[src/rtl/axis_pkt_len_check.sv]
// AXI-stream packet length checker with a registered skid stage.
// Optional data pattern check is enabled by defining PATTERN_CHECK_EN.
module axis_pkt_len_check #(
  parameter int DATA_W = 8,
  parameter int USER_W = 16,
  parameter int CNT_W  = 16
) (
  input  logic              i_clk,
  input  logic              i_rst_n,
  input  logic [DATA_W-1:0] i_in_axis_data,
  input  logic [USER_W-1:0] i_in_axis_user,
  input  logic              i_in_axis_valid,
  input  logic              i_in_axis_last,
  output logic              o_in_axis_ready,
  output logic [DATA_W-1:0] o_out_axis_data,
  output logic [USER_W-1:0] o_out_axis_user,
  output logic              o_out_axis_valid,
  output logic              o_out_axis_last,
  input  logic              i_out_axis_ready,
  output logic              o_pkt_done,
  output logic [1:0]        o_pkt_err,
  output logic [CNT_W-1:0]  o_pkt_len,
  output logic [CNT_W-1:0]  o_good_cnt,
  output logic [CNT_W-1:0]  o_bad_cnt
);

  localparam int MW = (USER_W > CNT_W) ? USER_W : CNT_W;

  typedef enum logic {
    IDLE,
    BODY
  } state_t;

  state_t             state;
  logic               hs;
  logic               first;
  logic [CNT_W-1:0]   cnt;
  logic [CNT_W-1:0]   cnt_nxt;
  logic [USER_W-1:0]  len_exp;
  logic [USER_W-1:0]  len_nxt;
  logic               len_bad;
  logic               pat_bad;

  logic [DATA_W-1:0]  skid_data;
  logic [USER_W-1:0]  skid_user;
  logic               skid_last;
  logic               skid_valid;

  assign hs      = i_in_axis_valid & o_in_axis_ready;
  assign first   = (state == IDLE);
  assign cnt_nxt = first ? CNT_W'(1)
                 : (&cnt ? cnt : cnt + CNT_W'(1));
  assign len_nxt = first ? i_in_axis_user : len_exp;
  assign len_bad = MW'(cnt_nxt) != MW'(len_nxt);

`ifdef PATTERN_CHECK_EN
  logic [DATA_W-1:0] pat_exp;
  logic [DATA_W-1:0] pat_cur;
  logic              pat_acc;

  assign pat_cur = first ? DATA_W'(1) : pat_exp;
  assign pat_bad = (i_in_axis_data != pat_cur)
                 | (!first & pat_acc);

  // Track the expected incrementing data value and sticky mismatch.
  always_ff @(posedge i_clk) begin
    if (!i_rst_n) begin
      pat_exp <= '0;
      pat_acc <= 1'b0;
    end else if (hs) begin
      pat_exp <= pat_cur + DATA_W'(1);
      pat_acc <= pat_bad;
    end
  end
`else
  assign pat_bad = 1'b0;
`endif

  // Output register plus one skid entry; ready drops only while skid is full.
  always_ff @(posedge i_clk) begin
    if (!i_rst_n) begin
      o_out_axis_valid <= 1'b0;
      o_out_axis_data  <= '0;
      o_out_axis_user  <= '0;
      o_out_axis_last  <= 1'b0;
      skid_valid       <= 1'b0;
      skid_data        <= '0;
      skid_user        <= '0;
      skid_last        <= 1'b0;
      o_in_axis_ready  <= 1'b1;
    end else if (!o_out_axis_valid || i_out_axis_ready) begin
      if (skid_valid) begin
        o_out_axis_valid <= 1'b1;
        o_out_axis_data  <= skid_data;
        o_out_axis_user  <= skid_user;
        o_out_axis_last  <= skid_last;
        skid_valid       <= 1'b0;
        o_in_axis_ready  <= 1'b1;
      end else begin
        o_out_axis_valid <= hs;
        if (hs) begin
          o_out_axis_data <= i_in_axis_data;
          o_out_axis_user <= i_in_axis_user;
          o_out_axis_last <= i_in_axis_last;
        end
      end
    end else if (hs) begin
      skid_valid      <= 1'b1;
      skid_data       <= i_in_axis_data;
      skid_user       <= i_in_axis_user;
      skid_last       <= i_in_axis_last;
      o_in_axis_ready <= 1'b0;
    end
  end

  // Packet FSM: count beats, report status and update counters on last.
  always_ff @(posedge i_clk) begin
    if (!i_rst_n) begin
      state      <= IDLE;
      cnt        <= '0;
      len_exp    <= '0;
      o_pkt_done <= 1'b0;
      o_pkt_err  <= 2'b00;
      o_pkt_len  <= '0;
      o_good_cnt <= '0;
      o_bad_cnt  <= '0;
    end else begin
      o_pkt_done <= 1'b0;
      if (hs) begin
        cnt     <= cnt_nxt;
        len_exp <= len_nxt;
        if (i_in_axis_last) begin
          state      <= IDLE;
          o_pkt_done <= 1'b1;
          o_pkt_err  <= {pat_bad, len_bad};
          o_pkt_len  <= cnt_nxt;
          if (len_bad | pat_bad) begin
            if (!(&o_bad_cnt))
              o_bad_cnt <= o_bad_cnt + CNT_W'(1);
          end else begin
            if (!(&o_good_cnt))
              o_good_cnt <= o_good_cnt + CNT_W'(1);
          end
        end else begin
          state <= BODY;
        end
      end
    end
  end

endmodule
[config.mk]
export PLATFORM = sky130hd
export DESIGN_NAME = axis_pkt_len_check
export DESIGN_NICKNAME = d
export VERILOG_FILES = /design/src/rtl/axis_pkt_len_check.sv
export SDC_FILE = /design/constraint.sdc
export NUM_CORES = 1
export LEC_CHECK = 0
export CAP_MARGIN = 15
export CORE_UTILIZATION = 45
export DETAILED_ROUTE_END_ITERATION = 10
export PLACE_DENSITY = 0.75
export SETUP_SLACK_MARGIN = 0.15
export SYNTH_ARGS = -nofsm -noshare
export SYNTH_HDL_FRONTEND = slang
export SYNTH_SLANG_ARGS = --single-unit
[constraint.sdc]
create_clock -name i_clk -period 3.1 [get_ports i_clk]
set_input_delay 0.62 -clock i_clk [delete_from_list [all_inputs] [get_ports i_clk]]
set_output_delay 0.62 -clock i_clk [all_outputs]
set_load 0.02 [all_outputs]
==> flow_metrics.py <==
metrics = {
    "worst_hold_path": {
        "holdPathEnd": "skid_last",
        "hp-start": "skid_last",
        "min_path_type": "register to register",
        "whs_path_depth": 2,
    },
    "yosys": {
        "synthFlopType": "dfxtp_1",
        "synth_edf_count": 0,
        "netlist_area_um2": 6581,
        "syn-num-nets": 858,
        "synthArstFlopShare_pct": 0,
        "ys_seq_elements": 136,
        "yosys.cell_types.count": 63,
        "synth.avg_cell_area_um2": 7.968,
        "synth_cells": 826,
        "yosysSeqAreaShare_pct": 41.37,
        "yosysWarnings": 0,
    },
    "timing": {
        "slew_viol_final": 0,
        "setup_viol_count_final": 0,
        "worstMarginPinSlew_ns": 0.5571,
        "min_period_ns": 2.884,
        "worst_slack_ns": 0.2155,
        "relSlewSlack_pct": 62.86,
        "rsz0062_at_grt": "yes",
        "finalCritPeriodShare_pct": 93.05,
        "hold_violations": 0,
        "skew_ns": 0.01643,
        "fmax_ghz": 0.3467,
    },
    "worst_setup_path": {
        "r2r_cells": 11,
        "endpoint_kind": "register",
        "reg2reg_to": "o_bad_cnt[15]",
        "slowest_delay_ns": 0.49,
        "cp.required_ns": 3.47,
        "slowest_stage": "dfxtp_1",
        "timing.rr.start": "cnt[2]",
        "crit_chain": "nand3_2 > or3_4 > buf_4 > nor3_1 > nor4b_1 > a31o_2 > o2111a_2 > buf_4 > a31oi_1 > and4_1 > o221a_2",
        "crit_path_max_fanout": 8,
        "worst-setup-path-type": "register to register",
        "crit_arrival_ns": 3.26,
        "cpMostUsedCell": "buf_4",
        "regToRegSetupSlack_ns": 0.22,
        "start_kind": "register",
    },
    "cells_and_area": {
        "design_area_um2": 8931,
        "post-route-util_pct": 63.36,
        "layout-drive-gt1-share_pct": 14.24,
        "syn2layout_area_growth_pct": 35.70,
        "final_cell_mix": "nand2_1, dfxtp_1, clkdlybuf4s50_1",
        "layout_commonest_cell": "nand2_1",
        "antenna_cells": 0,
        "nFillCells": 1202,
        "multi_input_area_um2": 3731,
        "regArea_um2": 2725,
        "nets": 988,
    },
    "placement": {
        "hpwl_um": 12250,
        "gp_congestion": 0.8901,
        "io_buffers": 105,
        "place_ws_ns": -0.06901,
        "place_area_um2": 8120,
    },
    "grt": {
        "grt_pass1_vias": 5736,
        "antenna_found_initial": 0,
        "grt_usage_pct": 25.13,
        "grt_pass1_wl_um": 29100,
        "grt_start_max_net_pins": 112,
        "grt-ovfl-total": 0,
    },
    "floorplan": {
        "num_rows": 43,
        "ios": 107,
        "die_h_um": 122.9,
        "coreArea_um2": 14100,
        "dieWidth_um": 122.9,
        "initial_utilization_pct": 46.69,
        "die_area_um2": 15110,
    },
    "drt": {
        "drt_first_pass_iters": 4,
        "drc": 0,
        "routedWlPerCell_um": 16.09,
        "antenna_left": 0,
        "vias": 6465,
        "drtIter0Drc": 488,
        "routed_wl_um": 18490,
        "viasPerCell": 5.627,
    },
    "clock_tree": {
        "cts_tree": "built",
        "cts-hold-fix-buffers": 0,
        "cts-root-buf": "clkbuf_16",
        "cts_sinks": 136,
        "clk_latency_ns": 0.43,
        "path_clk_slew_ns": 0.06,
        "cts_max_level": 4,
        "cts.path.max_buffers": 2,
        "numCtsBuffers": 17,
    },
    "pwr": {
        "totalPowerFinal_w": 0.004420,
        "power_leakage_nw": 3.208,
        "ir_worst_vdd_mv": 0.4480,
        "pwr_density_cell_nw_per_um2": 494.9,
    },
    "outcome": {
        "outcome": "finished, final reports clean",
    },
    "flow_run": {
        "maxCapViolations": 0,
    },
}
-- cells by family after synthesis --
family	Yosys count	synth area share, %
AOI/OAI and AO/OA	181	17.28
adders and majority gates	3	0.5704
xor gates and xnor gates	15	1.996
and+or+nand+nor	374	26.83
buffers and inverters	67	4.391
other	1	0.05698
muxes	49	7.509
DFF	136	41.37
-- metrics by stage --
stage               TNS, ns  hold slack [ns]  cells
CTS                       0           0.4538   1144
global route              0           0.4705   1149
finish                    0           0.4531   1149
detailed placement  -0.3235           0.4463   1112
global placement          0           0.4408   1112
floorplan                 0           0.4360    826
-- synth_stat cells (9+ instances only) --
cell type    n  share of area, %
dfxtp_1    136                41
nand2_1    152               8.7
nand3_1     39               3.0
xnor2_1     10               1.3
clkbuf_1    39               2.2
nor3_1      15               1.1
nand2b_1    19               1.8
a21oi_1     86               6.5
nand4_1     16               1.5
mux2i_1     46               7.0
o21ai_0     25               1.9
and3_1      11               1.0
a211oi_1    27               3.1
buf_2       11              0.84
nor2_1      70               4.0
or3_1        9              0.86
nor4_1      15               1.4
-- worst max-delay path by stage --
| stage | start | endpoint | cells after the start | slack [ns] |
|---|---|---|---|---|
| 4_1_cts | cnt[0] | o_good_cnt[10] | 12 | 0.16 |
| 6_report | cnt[2] | o_bad_cnt[15] | 11 | 0.22 |
| 3_5_place_dp | i_in_axis_user[12] | o_good_cnt[10] | 12 | -0.07 |
| 2_1_floorplan | cnt[1] | o_bad_cnt[14] | 13 | 0.19 |
| 3_3_place_gp | i_in_axis_user[12] | o_good_cnt[10] | 12 | 0.02 |
| 5_1_grt | cnt[3] | o_good_cnt[8] | 11 | 0.12 |
-- report_power, final --
part           leakage [nW]  internal [W]  switching [W]
registers              1.11       0.00181      0.0000460
clock network         0.303       0.00133       0.000763
logic                  1.80      0.000204       0.000271
total                  3.21       0.00334        0.00108
-- metal layers --
metal	vias to the layer above	routed length, um	track usage (%)
met5	-	0	0
met1	3065	8368	33.72
met3	17	1203	6.365
met2	197	8666	38.90
li1	3186	-	-
met4	0	250	9.070
-- timing repair --
action / in CTS / in global routing
setup endpoints to repair: 28 / 31
endpoints found under the hold margin: 0 / 0
buffers inserted: 0 / 5
pin swaps: 0 / 12
resized for setup: 6 / 31
-- sequential cells by signal, summed over array words and instances (netlist names), 8 cells and up --
| register | flops |
|---|---|
| o_pkt_len | 16 |
| o_good_cnt | 16 |
| o_bad_cnt | 16 |
| skid_data | 8 |
| o_out_axis_data | 8 |
| cnt | 16 |
| o_out_axis_user | 16 |
| skid_user | 16 |
| len_exp | 16 |
-- worst max-delay path, delay by kind of cell, from the launching register on --
family | cells | cell delay, ns
compound gates | 4 | 0.92
buf+inv | 2 | 0.30
flops | 1 | 0.49
simple gates | 5 | 1.12
-- layout make-up --
class / instances / share of cell area, %
clock buffer: 21 / 5.268
timing repair buffer: 172 / 18.04
sequential: 136 / 30.51
tap: 180 / 2.522
clock inverter: 11 / 1.611
multi-input combinational: 623 / 41.78
inverter: 6 / 0.2662
Note: power is estimated with default switching activity, not from simulation.
